File: src/rtl/pixgen_pkg.sv
// Shared types and constants for the RGB-to-32-bit pixel packer.
// Byte counts, phase encoding and error-flag bit positions.
package pixgen_pkg;

  localparam int BYTES_PER_PIXEL = 3;
  localparam int WORD_BYTES      = 4;

  typedef enum logic [1:0] {
    PH0 = 2'd0,
    PH1 = 2'd1,
    PH2 = 2'd2,
    PH3 = 2'd3
  } phase_t;

  localparam int ERR_SOF = 0;
  localparam int ERR_EOL = 1;
  localparam int ERR_LEN = 2;

  typedef struct packed {
    logic [31:0] data;
    logic        user;
    logic        last;
  } word_t;

endpackage

File: src/rtl/pixel_packer.sv
// Packs a 24-bit RGB pixel stream into little-endian 32-bit words,
// four pixels to three words, with SOF/EOL framing and sticky errors.
module pixel_packer
  import pixgen_pkg::*;
#(
  parameter int LINE_PIXELS = 640
) (
  input  logic        clk,
  input  logic        rst,
  input  logic [23:0] in_pixel,
  input  logic        in_valid,
  output logic        in_ready,
  input  logic        in_sof,
  input  logic        in_eol,
  output logic [31:0] out_stream_tdata,
  output logic [3:0]  out_stream_tkeep,
  output logic        out_stream_tvalid,
  input  logic        out_stream_tready,
  output logic        out_stream_tuser,
  output logic        out_stream_tlast,
  output logic [2:0]  err_flags
);

  localparam int CW =
    (LINE_PIXELS > 1) ? $clog2(LINE_PIXELS) : 1;
  localparam logic [CW-1:0] CNT_LAST =
    CW'(LINE_PIXELS - 1);

  phase_t        phase_q, phase_d, ph;
  logic [23:0]   res_q, res_d;
  logic          sofp_q, sofp_d;
  logic [CW-1:0] cnt_q, cnt_d, idx;
  logic [2:0]    err_q, err_d;
  word_t         word_q, word_d, wnew;
  logic          vld_q, vld_d;
  logic          accept, emit;

  assign in_ready = !vld_q || out_stream_tready;
  assign accept   = in_valid && in_ready;

  // A late SOF restarts packing as if the pixel were at phase 0.
  assign ph  = in_sof ? PH0 : phase_q;
  assign idx = in_sof ? '0 : cnt_q;

  always_comb begin
    phase_d = phase_q;
    res_d   = res_q;
    sofp_d  = sofp_q;
    cnt_d   = cnt_q;
    err_d   = err_q;
    word_d  = word_q;
    vld_d   = vld_q && !out_stream_tready;
    emit    = 1'b0;
    wnew    = '0;
    if (accept) begin
      wnew.last = in_eol;
      emit      = 1'b1;
      if (in_sof && phase_q != PH0) begin
        err_d[ERR_SOF] = 1'b1;
      end
      unique case (ph)
        PH0: begin
          wnew.data = {8'h00, in_pixel};
          wnew.user = in_sof;
          emit      = in_eol;
          res_d     = in_pixel;
          sofp_d    = in_sof;
        end
        PH1: begin
          wnew.data = {in_pixel[7:0], res_q};
          wnew.user = sofp_q;
          res_d     = {8'h00, in_pixel[23:8]};
          sofp_d    = 1'b0;
        end
        PH2: begin
          wnew.data = {in_pixel[15:0], res_q[15:0]};
          res_d     = {16'h0000, in_pixel[23:16]};
        end
        PH3: begin
          wnew.data = {in_pixel, res_q[7:0]};
          res_d     = '0;
        end
      endcase
      if (in_eol) begin
        phase_d = PH0;
        res_d   = '0;
        sofp_d  = 1'b0;
        if (ph != PH3) begin
          err_d[ERR_EOL] = 1'b1;
        end
      end else begin
        phase_d = phase_t'(2'(ph) + 2'd1);
      end
      if (in_eol) begin
        if (idx != CNT_LAST) begin
          err_d[ERR_LEN] = 1'b1;
        end
        cnt_d = '0;
      end else if (idx == CNT_LAST) begin
        err_d[ERR_LEN] = 1'b1;
        cnt_d          = '0;
      end else begin
        cnt_d = idx + CW'(1);
      end
      if (emit) begin
        word_d = wnew;
        vld_d  = 1'b1;
      end
    end
  end

  always_ff @(posedge clk) begin
    if (rst) begin
      phase_q <= PH0;
      res_q   <= '0;
      sofp_q  <= 1'b0;
      cnt_q   <= '0;
      err_q   <= '0;
      word_q  <= '0;
      vld_q   <= 1'b0;
    end else begin
      phase_q <= phase_d;
      res_q   <= res_d;
      sofp_q  <= sofp_d;
      cnt_q   <= cnt_d;
      err_q   <= err_d;
      word_q  <= word_d;
      vld_q   <= vld_d;
    end
  end

  assign out_stream_tdata  = word_q.data;
  assign out_stream_tkeep  = 4'hF;
  assign out_stream_tvalid = vld_q;
  assign out_stream_tuser  = word_q.user;
  assign out_stream_tlast  = word_q.last;
  assign err_flags         = err_q;

endmodule

File: config.mk
export PLATFORM = sky130hd
export DESIGN_NAME = pixel_packer
export DESIGN_NICKNAME = d
export VERILOG_FILES = /design/src/rtl/pixgen_pkg.sv /design/src/rtl/pixel_packer.sv
export SDC_FILE = /design/constraint.sdc
export NUM_CORES = 1
export LEC_CHECK = 0
export ABC_AREA = 1
export BUFFER_PORTS_ARGS = -buffer_cell sky130_fd_sc_hd__clkbuf_2
export CAP_MARGIN = 30
export CORE_MARGIN = 10
export CORE_UTILIZATION = 60
export CTS_CLUSTER_DIAMETER = 120
export CTS_CLUSTER_SIZE = 30
export DETAILED_ROUTE_END_ITERATION = 12
export GPL_TIMING_DRIVEN = 0
export PLACE_DENSITY = 0.86
export SLEW_MARGIN = 15
export SYNTH_ARGS = -nofsm -noshare
export SYNTH_HDL_FRONTEND = slang
export SYNTH_SLANG_ARGS = --single-unit
File: constraint.sdc
create_clock -name clk -period 5.1 [get_ports clk]
set_input_delay 1.02 -clock clk [delete_from_list [all_inputs] [get_ports clk]]
set_output_delay 1.02 -clock clk [all_outputs]
set_load 0.02 [all_outputs]
==> results of run 1 <==
## critical path, cell delays in order
cell	delay (ns)
clkbuf_2	0.15
clkbuf_1	0.40
nor2_1	0.17
inv_1	0.16
ha_1	0.17
buf_2	0.24
buf_1	0.44
nand2_1	0.23
o211ai_1	0.19
nand2_1	0.12
a21oi_1	0.15
## flip-flops by register name, summed over array words and instances, names as in the netlist
| register | cells |
|---|---|
| out_stream_tvalid | 1 |
| err_flags | 3 |
| phase_q | 2 |
| out_stream_tuser | 1 |
| res_q | 24 |
| out_stream_tlast | 1 |
| sofp_q | 1 |
| cnt_q | 10 |
| out_stream_tdata | 32 |
## power breakdown
part           internal (mW)  leakage [nW]  switching (mW)
Sequential             0.613         0.613          0.0152
Combinational         0.0564          1.11           0.139
Clock                  0.276         0.106           0.238
## layer usage
| layer | share of wire (%) | vias to the layer above |
|---|---|---|
| li1 | - | 2047 |
| met1 | 38 | 2039 |
| met2 | 45 | 311 |
| met3 | 13 | 51 |
| met4 | 3.6 | 0 |
| met5 | 0 | - |
## cell families after synthesis
family,count (synthesis)
AO/OA/AOI/OAI,138
flip-flops,75
other,1
adder cells (fa/ha/maj),6
AND/OR/NAND/NOR,268
buffers and inverters,76
## final timing paths
kind / startpoint / to / slack [ns] / cells past startpoint
min: err_flags[2] / err_flags[2] / 0.46 / 2
min reg2reg: err_flags[2] / err_flags[2] / 0.46 / 2
max reg2reg: phase_q[1] / res_q[6] / 2.80 / 11
max: in_sof / res_q[1] / 1.95 / 11
## through the flow
| stage | instances | setup WS [ns] | hold WS [ns] |
|---|---|---|---|
| after detailed placement | 709 | 1.68 | 0.444 |
| final | 725 | 1.95 | 0.464 |
| after global routing | 725 | 1.81 | 0.467 |
| after floorplan | 567 | 2.46 | 0.442 |
| after global placement | 709 | 1.84 | 0.438 |
| after CTS | 725 | 2.06 | 0.459 |
## cells in the final DEF, fill, tap and decap left out, drive strengths merged, types with 3 or more instances in the layout
cell type | Yosys | routed
clkbuf | 26 | 103
nor2 | 28 | 28
buf | 15 | 15
nand3 | 56 | 56
o211ai | 17 | 17
a21oi | 50 | 50
nand4 | 4 | 4
a22oi | 8 | 8
dfxtp | 75 | 75
inv | 32 | 32
o22ai | 3 | 3
o21ai | 42 | 42
clkinv | 3 | 6
conb | 1 | 4
nand2 | 176 | 176
ha | 6 | 6
a31oi | 17 | 17
## area by class of cell
class	instances	area, um2	area share [%]
clock buffers	10	128	2.87
plain buffers	41	184	4.13
well taps	75	93.8	2.11
repair buffers	67	335	7.53
flip-flops and latches	75	1500	33.7
multi-input cells	416	1990	44.6
inverters	35	131	2.95
clock inverters	6	90.1	2.02
==> reports/metrics.yaml, run 1 <==
worst_hold_path:
  hp-class: "reg2reg"
global_routing:
  met3_usage_pct: 8.51
  grt_pass1_vias: 4172
  grt_pass1_wl_mm: 20.9
  antenna_found_initial: 0
  use_met1_pct: 31.7
  top_usage_layer: "met2"
  grt.total_usage_pct: 26.1
  use_met2_pct: 41.3
  grt_max_degree: 14
  overflow: 0
job:
  drv_cap: 0
drt:
  via_count: 4448
  via_per_inst: 6.14
  route.detailed.drc: 0
  drt-pass1-iter-count: 5
  drtIter0Drc: 525
  antenna_left: 0
  routedWlPerCell_um: 18.6
  routed_wl_mm: 13.5
setup_path:
  cp-end-kind: "flop"
  worst-path-max-fanout: 10
  cp_data_arrival_time_ns: 3.44
  critPathLaunchType: "input port"
  crit_type: "in2reg"
  required_ns: 5.39
sta:
  final.period_utilization_pct: 61.9
  finalClockSkew_ns: 0.00971
  fmax_mhz: 317
  finalSetupTns_ns: 0
  hold_violations: 0
  slew_violations: 0
  worst_pin_slew_ns: 0.623
  rsz0062_at_grt: "no"
  fin_crit_ns: 3.15
  setup_viol: 0
  slew_headroom_pct: 58.5
synth:
  yosysTopAreaCell: "dfxtp_1"
  synthMuxAreaShare_pct: 0
  synth_top_cell_area_share_pct: 39.6
  synth_edf_count: 0
  synth.avg_cell_area_um2: 6.72
  synth-compound-area-share_pct: 20.9
  yosys_most_used_dff: "dfxtp_1"
  yosys_warnings: 0
  postSynth.asyncResetShare_pct: 0
  synth_cells: 564
  post-synth-top-count-cell: "nand2_1"
  yosysSeqAreaShare_pct: 39.6
  synthDistinctLibCells: 27
  syn-cell-area_mm2: 0.00379
  synthAdderAreaFrac_pct: 1.98
  synth-simple-area-share_pct: 29.1
  ys_ff_latch: 75
  yosys-top-cells-count: "nand2_1, dfxtp_1, nand3_1, a21oi_1, o21ai_0"
  synth_top_family_by_area: "simple AND/OR/NAND/NOR gates"
  synth_area_leaders: "dfxtp_1, nand2_1, nand3_1, a21oi_1, o21ai_0"
  synth-xor-area-share_pct: 0
clocking:
  cts-htree-levels: 3
  post_cts_buffers: 0
  cts.path.max_buffers: 2
  cts_tree: "built"
  ctsRootBufferMaster: "clkbuf_8"
  cts_hold_buf: 0
  cts-buffers-inserted: 9
  clkLatencyLatePin_ns: 0.36
  clk_pin_slew_ns: 0.08
  cts_resized: 0
  cts.sinks: 75
power:
  power_density_mw_per_mm2: 301
  p_total_mw: 1.34
  ir_drop_mv: 0.287
  p_leak_nw: 1.82
floorplan:
  core_area_mm2: 0.00603
  die_y_um: 99.5
  rows: 28
  io_pins: 73
  die_area_mm2: 0.00990
  die_w_um: 99.5
  start_util_pct: 62.9
placed_design:
  hpwlAfterDp_mm: 9.68
  dpl-instance-area_mm2: 0.00423
  gp_congestion: 0.963
  port_buffers: 67
finish:
  design_area_mm2: 0.00445
  drive_gt1_share_pct: 15.2
  fin_util_pct: 73.9
  area_delta_synth_final_pct: 17.4
  nets: 681
  n_fill_cell: 492
  diodes: 0
outcome:
  status: "completed"
No activity file was read; power rests on OpenSTA's default activity.
==> run 2, diff against run 1 <==
--- a/config.mk
+++ b/config.mk
@@ -9,12 +9,12 @@
 export BUFFER_PORTS_ARGS = -buffer_cell sky130_fd_sc_hd__clkbuf_2
 export CAP_MARGIN = 30
 export CORE_MARGIN = 10
-export CORE_UTILIZATION = 60
+export CORE_UTILIZATION = 50
 export CTS_CLUSTER_DIAMETER = 120
 export CTS_CLUSTER_SIZE = 30
 export DETAILED_ROUTE_END_ITERATION = 12
 export GPL_TIMING_DRIVEN = 0
-export PLACE_DENSITY = 0.86
+export PLACE_DENSITY = 0.76
 export SLEW_MARGIN = 15
 export SYNTH_ARGS = -nofsm -noshare
 export SYNTH_HDL_FRONTEND = slang
==> constraint.sdc (replaced) <==
create_clock -name clk -period 2.9 [get_ports clk]
set_input_delay 0.58 -clock clk [delete_from_list [all_inputs] [get_ports clk]]
set_output_delay 0.58 -clock clk [all_outputs]
set_load 0.02 [all_outputs]
==> reports/metrics.yaml, run 2 (synthesized netlist as in run 1, its figures left out) <==
finish:
  drive_gt1_share_pct: 15.3  # +0.023 points
  final_cell_mix: "nand2_1, dfxtp_1, clkbuf_2"
  multi_input_area_mm2: 0.00199  # unchanged
  largest_reg_flops: 32  # unchanged
  register_area_mm2: 0.00150  # unchanged
  n_fill_cell: 737  # +50%
  final_common_cell: "nand2_1"
  nets: 681  # unchanged
  fin_util_pct: 60.4  # -13 points
  area_delta_synth_final_pct: 16.8
  diodes: 0  # unchanged
sta:
  worst_pin_slew_ns: 0.571  # -0.0516 ns
  setup_viol: 0  # unchanged
  slew_violations: 0  # unchanged
  fmax_mhz: 385
  finalClockSkew_ns: 0.00943  # -0.000278 ns
  finalSetupTns_ns: 0  # unchanged
  fin_crit_ns: 2.60
  slew_headroom_pct: 61.9  # +3.4 points
  rsz0062_at_grt: "no"
  final.period_utilization_pct: 89.6
  hold_violations: 0  # unchanged
drt:
  via_per_inst: 5.77  # -6.0%
  antenna_left: 0  # unchanged
  drtIter0Drc: 434  # -17%
  routed_wl_mm: 13.2  # -2.1%
  routedWlPerCell_um: 17.6  # -5.2%
  route.detailed.drc: 0  # unchanged
  drt-pass1-iter-count: 6  # +1
  via_count: 4316  # -3.0%
clocking:
  post_cts_buffers: 0  # unchanged
  ctsRootBufferMaster: "clkbuf_8"
  cts_tree: "built"
  cts.path.max_buffers: 2  # unchanged
  cts_hold_buf: 0  # unchanged
  cts-htree-levels: 3  # unchanged
  clk_pin_slew_ns: 0.08  # about the same
  cts.sinks: 75  # unchanged
  cts_resized: 0  # unchanged
  clkLatencyLatePin_ns: 0.36  # about the same
  cts-buffers-inserted: 9  # unchanged
global_routing:
  grt_pass1_vias: 3992  # -4.3%
  grt.total_usage_pct: 22.4  # -3.7 points
  grt_max_degree: 14  # unchanged
  grt_pass1_wl_mm: 20.7  # -1.1%
  antenna_found_initial: 0  # unchanged
  overflow: 0  # unchanged
job:
  drv_cap: 0  # unchanged
floorplan:
  die_w_um: 107  # +7.6%
  core_area_mm2: 0.00733  # +22%
  die_area_mm2: 0.0115  # +16%
  start_util_pct: 51.7  # -11 points
  io_pins: 73  # unchanged
  die_y_um: 107  # +7.6%
  rows: 31  # +11%
setup_path:
  critPathLaunchType: "input port"
  required_ns: 3.20  # -2.19 ns
  crit_type: "in2reg"
  r2r_cells: 11  # unchanged
  cp_data_arrival_time_ns: 2.89  # -0.55 ns
  worst-path-max-fanout: 10  # unchanged
  cp-end-kind: "flop"
worst_hold_path:
  hp-class: "reg2reg"
  hold_path_depth: 2  # unchanged
placed_design:
  gp_congestion: 0.942  # -2.2%
  hpwlAfterDp_mm: 9.85  # +1.8%
  port_buffers: 67  # unchanged
power:
  p_leak_nw: 1.80  # -1.6%
  p_total_mw: 2.15  # +61%
  ir_drop_mv: 0.243  # -15%
  power_density_mw_per_mm2: 487  # +62%
outcome:
  status: "completed"
run 2: area by class of cell:
| class | instances | area share (%) |
|---|---|---|
| inverters | 35 | 2.97 |
| repair buffers | 67 | 7.57 |
| well taps | 99 | 2.80 |
| plain buffers | 41 | 4.15 |
| clock inverters | 6 | 0.932 |
| clock buffers | 9 | 2.80 |
| multi-input cells | 416 | 44.9 |
| flip-flops and latches | 75 | 33.9 |
run 2: worst paths after layout:
check,start,to,slack (ns)
max reg2reg,phase_q[0],res_q[6],0.67
min reg2reg,err_flags[0],err_flags[0],0.46
min,err_flags[0],err_flags[0],0.46
max,in_sof,out_stream_tdata[28],0.30
run 2: power by group:
group | internal [mW] | total (mW) | switching (mW)
registers | 1.08 | 1.10 | 0.0261
clock network | 0.305 | 0.710 | 0.405
logic | 0.0992 | 0.341 | 0.242
total | 1.48 | 2.15 | 0.673
run 2: critical path, stage by stage:
cell	delay, ns
clkbuf_2	0.16
clkbuf_1	0.37
nor2_1	0.16
inv_1	0.15
ha_1	0.16
clkbuf_1	0.34
clkbuf_1	0.49
nand2_1	0.11
o211ai_1	0.16
a22oi_1	0.11
nor2_1	0.09
run 2: per-stage QoR:
stage          setup slack (ns)  cells  hold WS, ns  area [um2]
2_1_floorplan             0.697    567        0.442        3800
3_3_place_gp             0.0732    733        0.437        4260
3_5_place_dp            0.00646    733        0.446        4260
4_1_cts                   0.376    748        0.458        4430
5_1_grt                   0.152    748        0.487        4430
6_report                  0.303    748        0.457        4430
run 2: routing by layer:
metal  GRT usage, %  vias up  part of all wire, %
li1               -     2049                    -
met1           28.3     2012                   42
met2           35.7      222                   45
met3           6.95       33                   11
met4           6.38        0                  2.4
met5              0        -                    0
==> run 3, diff against run 2 <==
==> constraint.sdc (replaced) <==
create_clock -name clk -period 2.9 [get_ports clk]
set_input_delay 0.58 -clock clk [delete_from_list [all_inputs] [get_ports clk]]
set_output_delay 0.58 -clock clk [all_outputs]
set_load 0.1 [all_outputs]
==> reports/metrics.yaml, run 3 (synthesized netlist as in run 1, its figures left out) <==
power:
  power_frac_seq_pct: 44.5  # -6.7 points
  p_sw_uw: 874  # +30%
  power_frac_comb_pct: 21.6  # +5.8 points
  ir_drop_mv: 0.313  # +29%
  swShare_pct: 35.3  # +4.1 points
  p_clk_share_pct: 33.9  # +0.9 points
  p_leak_nw: 1.82  # +1.5%
  power_density_mw_per_mm2: 554  # +14%
  cellInternalPower_mw: 1.60  # +8.2%
drt:
  routedWlPerCell_um: 18.0  # +2.0%
  drtIter0Drc: 283  # -35%
  via_per_inst: 5.75  # -0.36%
  antenna_left: 0  # unchanged
  route.detailed.drc: 0  # unchanged
  drt-pass1-iter-count: 5  # -1
  routed_wl_mm: 13.4  # +2.2%
  via_count: 4306  # -0.23%
sta:
  slew_violations: 0  # unchanged
  setup_viol: 0  # unchanged
  finalClockSkew_ns: 0.0115  # +0.00206 ns
  hold_violations: 0  # unchanged
  slew_headroom_pct: 61.1  # -0.82 points
  finalSetupTns_ns: 0  # unchanged
  fin_ws_ns: 0.286  # -0.0170 ns
  final.period_utilization_pct: 90.1  # +0.59 points
  worst_pin_slew_ns: 0.584  # +0.0123 ns
  fin_crit_ns: 2.61  # +0.0170 ns
  rsz0062_at_grt: "no"
  fmax_mhz: 383  # -0.65%
global_routing:
  grt_pass1_wl_mm: 21.4  # +3.5%
  antenna_found_initial: 0  # unchanged
  grt_max_degree: 14  # unchanged
  grt.total_usage_pct: 23.2  # +0.78 points
  overflow: 0  # unchanged
  grt_pass1_vias: 4159  # +4.2%
clocking:
  cts_resized: 0  # unchanged
  cts.sinks: 75  # unchanged
  cts-htree-levels: 3  # unchanged
  cts_hold_buf: 0  # unchanged
  cts.path.max_buffers: 2  # unchanged
  cts-buffers-inserted: 9  # unchanged
  clk_pin_slew_ns: 0.09  # about the same
  ctsRootBufferMaster: "clkbuf_8"
  cts_tree: "built"
  clkLatencyLatePin_ns: 0.35  # about the same
  post_cts_buffers: 0  # unchanged
finish:
  largest_reg_flops: 32  # unchanged
  area_delta_synth_final_pct: 17.8
  drive_gt1_share_pct: 15.4  # +0.13 points
  n_fill_cell: 729  # -1.1%
  diodes: 0  # unchanged
  design_area_mm2: 0.00447  # +0.90%
  final_common_cell: "nand2_1"
  nets: 681  # unchanged
  final_cell_mix: "nand2_1, dfxtp_1, clkbuf_2"
placed_design:
  pre_cts_ws_ns: 0.0402  # +0.0337 ns
  dpl-instance-area_mm2: 0.00427  # about the same
  port_buffers: 67  # unchanged
  gp_congestion: 0.999  # +6.1%
  hpwlAfterDp_mm: 10.1  # +2.6%
floorplan:
  io_pins: 73  # unchanged
  core_area_mm2: 0.00733  # unchanged
  die_area_mm2: 0.0115  # unchanged
  rows: 31  # unchanged
  die_y_um: 107  # unchanged
  die_w_um: 107  # unchanged
  start_util_pct: 51.7  # unchanged
worst_hold_path:
  hp-class: "reg2reg"
setup_path:
  cp-end-kind: "flop"
  cp_data_arrival_time_ns: 2.89  # about the same
  critPathLaunchType: "input port"
  endpoint: "res_q[3]"
  reg2reg_slack_ns: 0.64  # -0.03 ns
  required_ns: 3.18  # -0.02 ns
  regToRegStartpoint: "phase_q[0]"
  r2r_cells: 9  # -2
  crit_type: "in2reg"
  worst-path-max-fanout: 10  # unchanged
  r2r-end: "res_q[3]"
  startpoint: "in_sof"
outcome:
  status: "completed"
job:
  drv_cap: 0  # unchanged
-- run 3: cell types whose count changed in the layout (fill, tap and decap cells not counted), sizes merged --
cell / previous run / this run
clkbuf: 102 / 104
bufinv: 0 / 1
clkinv: 5 / 6
clkinvlp: 3 / 0
-- run 3: how the worst min path moves through the flow --
stage               slack (ns)          from      endpoint  cells after the start
floorplan                 0.44     res_q[10]     res_q[10]                      2
finish                    0.45  err_flags[2]  err_flags[2]                      2
global placement          0.44  err_flags[2]  err_flags[2]                      2
CTS                       0.46  err_flags[2]  err_flags[2]                      2
detailed placement        0.45  err_flags[2]  err_flags[2]                      2
global route              0.48     res_q[19]     res_q[19]                      2
-- run 3: worst max-delay path: stages --
cell	delay, ns
clkbuf_2	0.13
clkbuf_1	0.37
nor2_1	0.18
inv_1	0.16
ha_1	0.16
buf_2	0.24
buf_1	0.42
nand2_1	0.21
o211ai_1	0.21
nand2_1	0.10
a21oi_1	0.12
-- run 3: through the flow --
| step | total power [mW] | std cells | utilization, % | hold slack [ns] |
|---|---|---|---|---|
| 5_1_grt | 2.56 | 749 | 60.9 | 0.484 |
| 2_1_floorplan | 1.52 | 567 | - | 0.442 |
| 4_1_cts | 2.48 | 749 | 60.9 | 0.458 |
| 3_3_place_gp | 1.65 | 733 | 58.2 | 0.438 |
| 6_report | 2.48 | 749 | 60.9 | 0.455 |
| 3_5_place_dp | 1.65 | 733 | 58.2 | 0.446 |
-- run 3: metal layers --
metal	vias to the layer above	track usage (%)	share of wire, %
li1	2047	-	-
met1	1997	29.8	43
met2	226	35.5	44
met3	36	6.95	10
met4	0	8.99	2.9
met5	-	0	0
-- run 3: final cells by class --
| cell class | instances | area [um2] | share of cell area, % |
|---|---|---|---|
| Buffer | 41 | 184 | 4.12 |
| Clock buffer | 11 | 141 | 3.16 |
| Clock inverter | 5 | 61.3 | 1.37 |
| Inverter | 35 | 131 | 2.94 |
| Multi-Input combinational cell | 416 | 1990 | 44.5 |
| Sequential cell | 75 | 1500 | 33.6 |
| Tap cell | 99 | 124 | 2.77 |
| Timing Repair Buffer | 67 | 335 | 7.50 |
-- run 3: power groups by stage --
| stage | combinational (mW) | clock (mW) | sequential (mW) |
|---|---|---|---|
| global route | 0.565 | 0.886 | 1.11 |
| floorplan | 0.189 | 0 | 1.33 |
| CTS | 0.530 | 0.851 | 1.10 |
| global placement | 0.524 | 0 | 1.12 |
| detailed placement | 0.529 | 0 | 1.13 |
| finish | 0.535 | 0.839 | 1.10 |
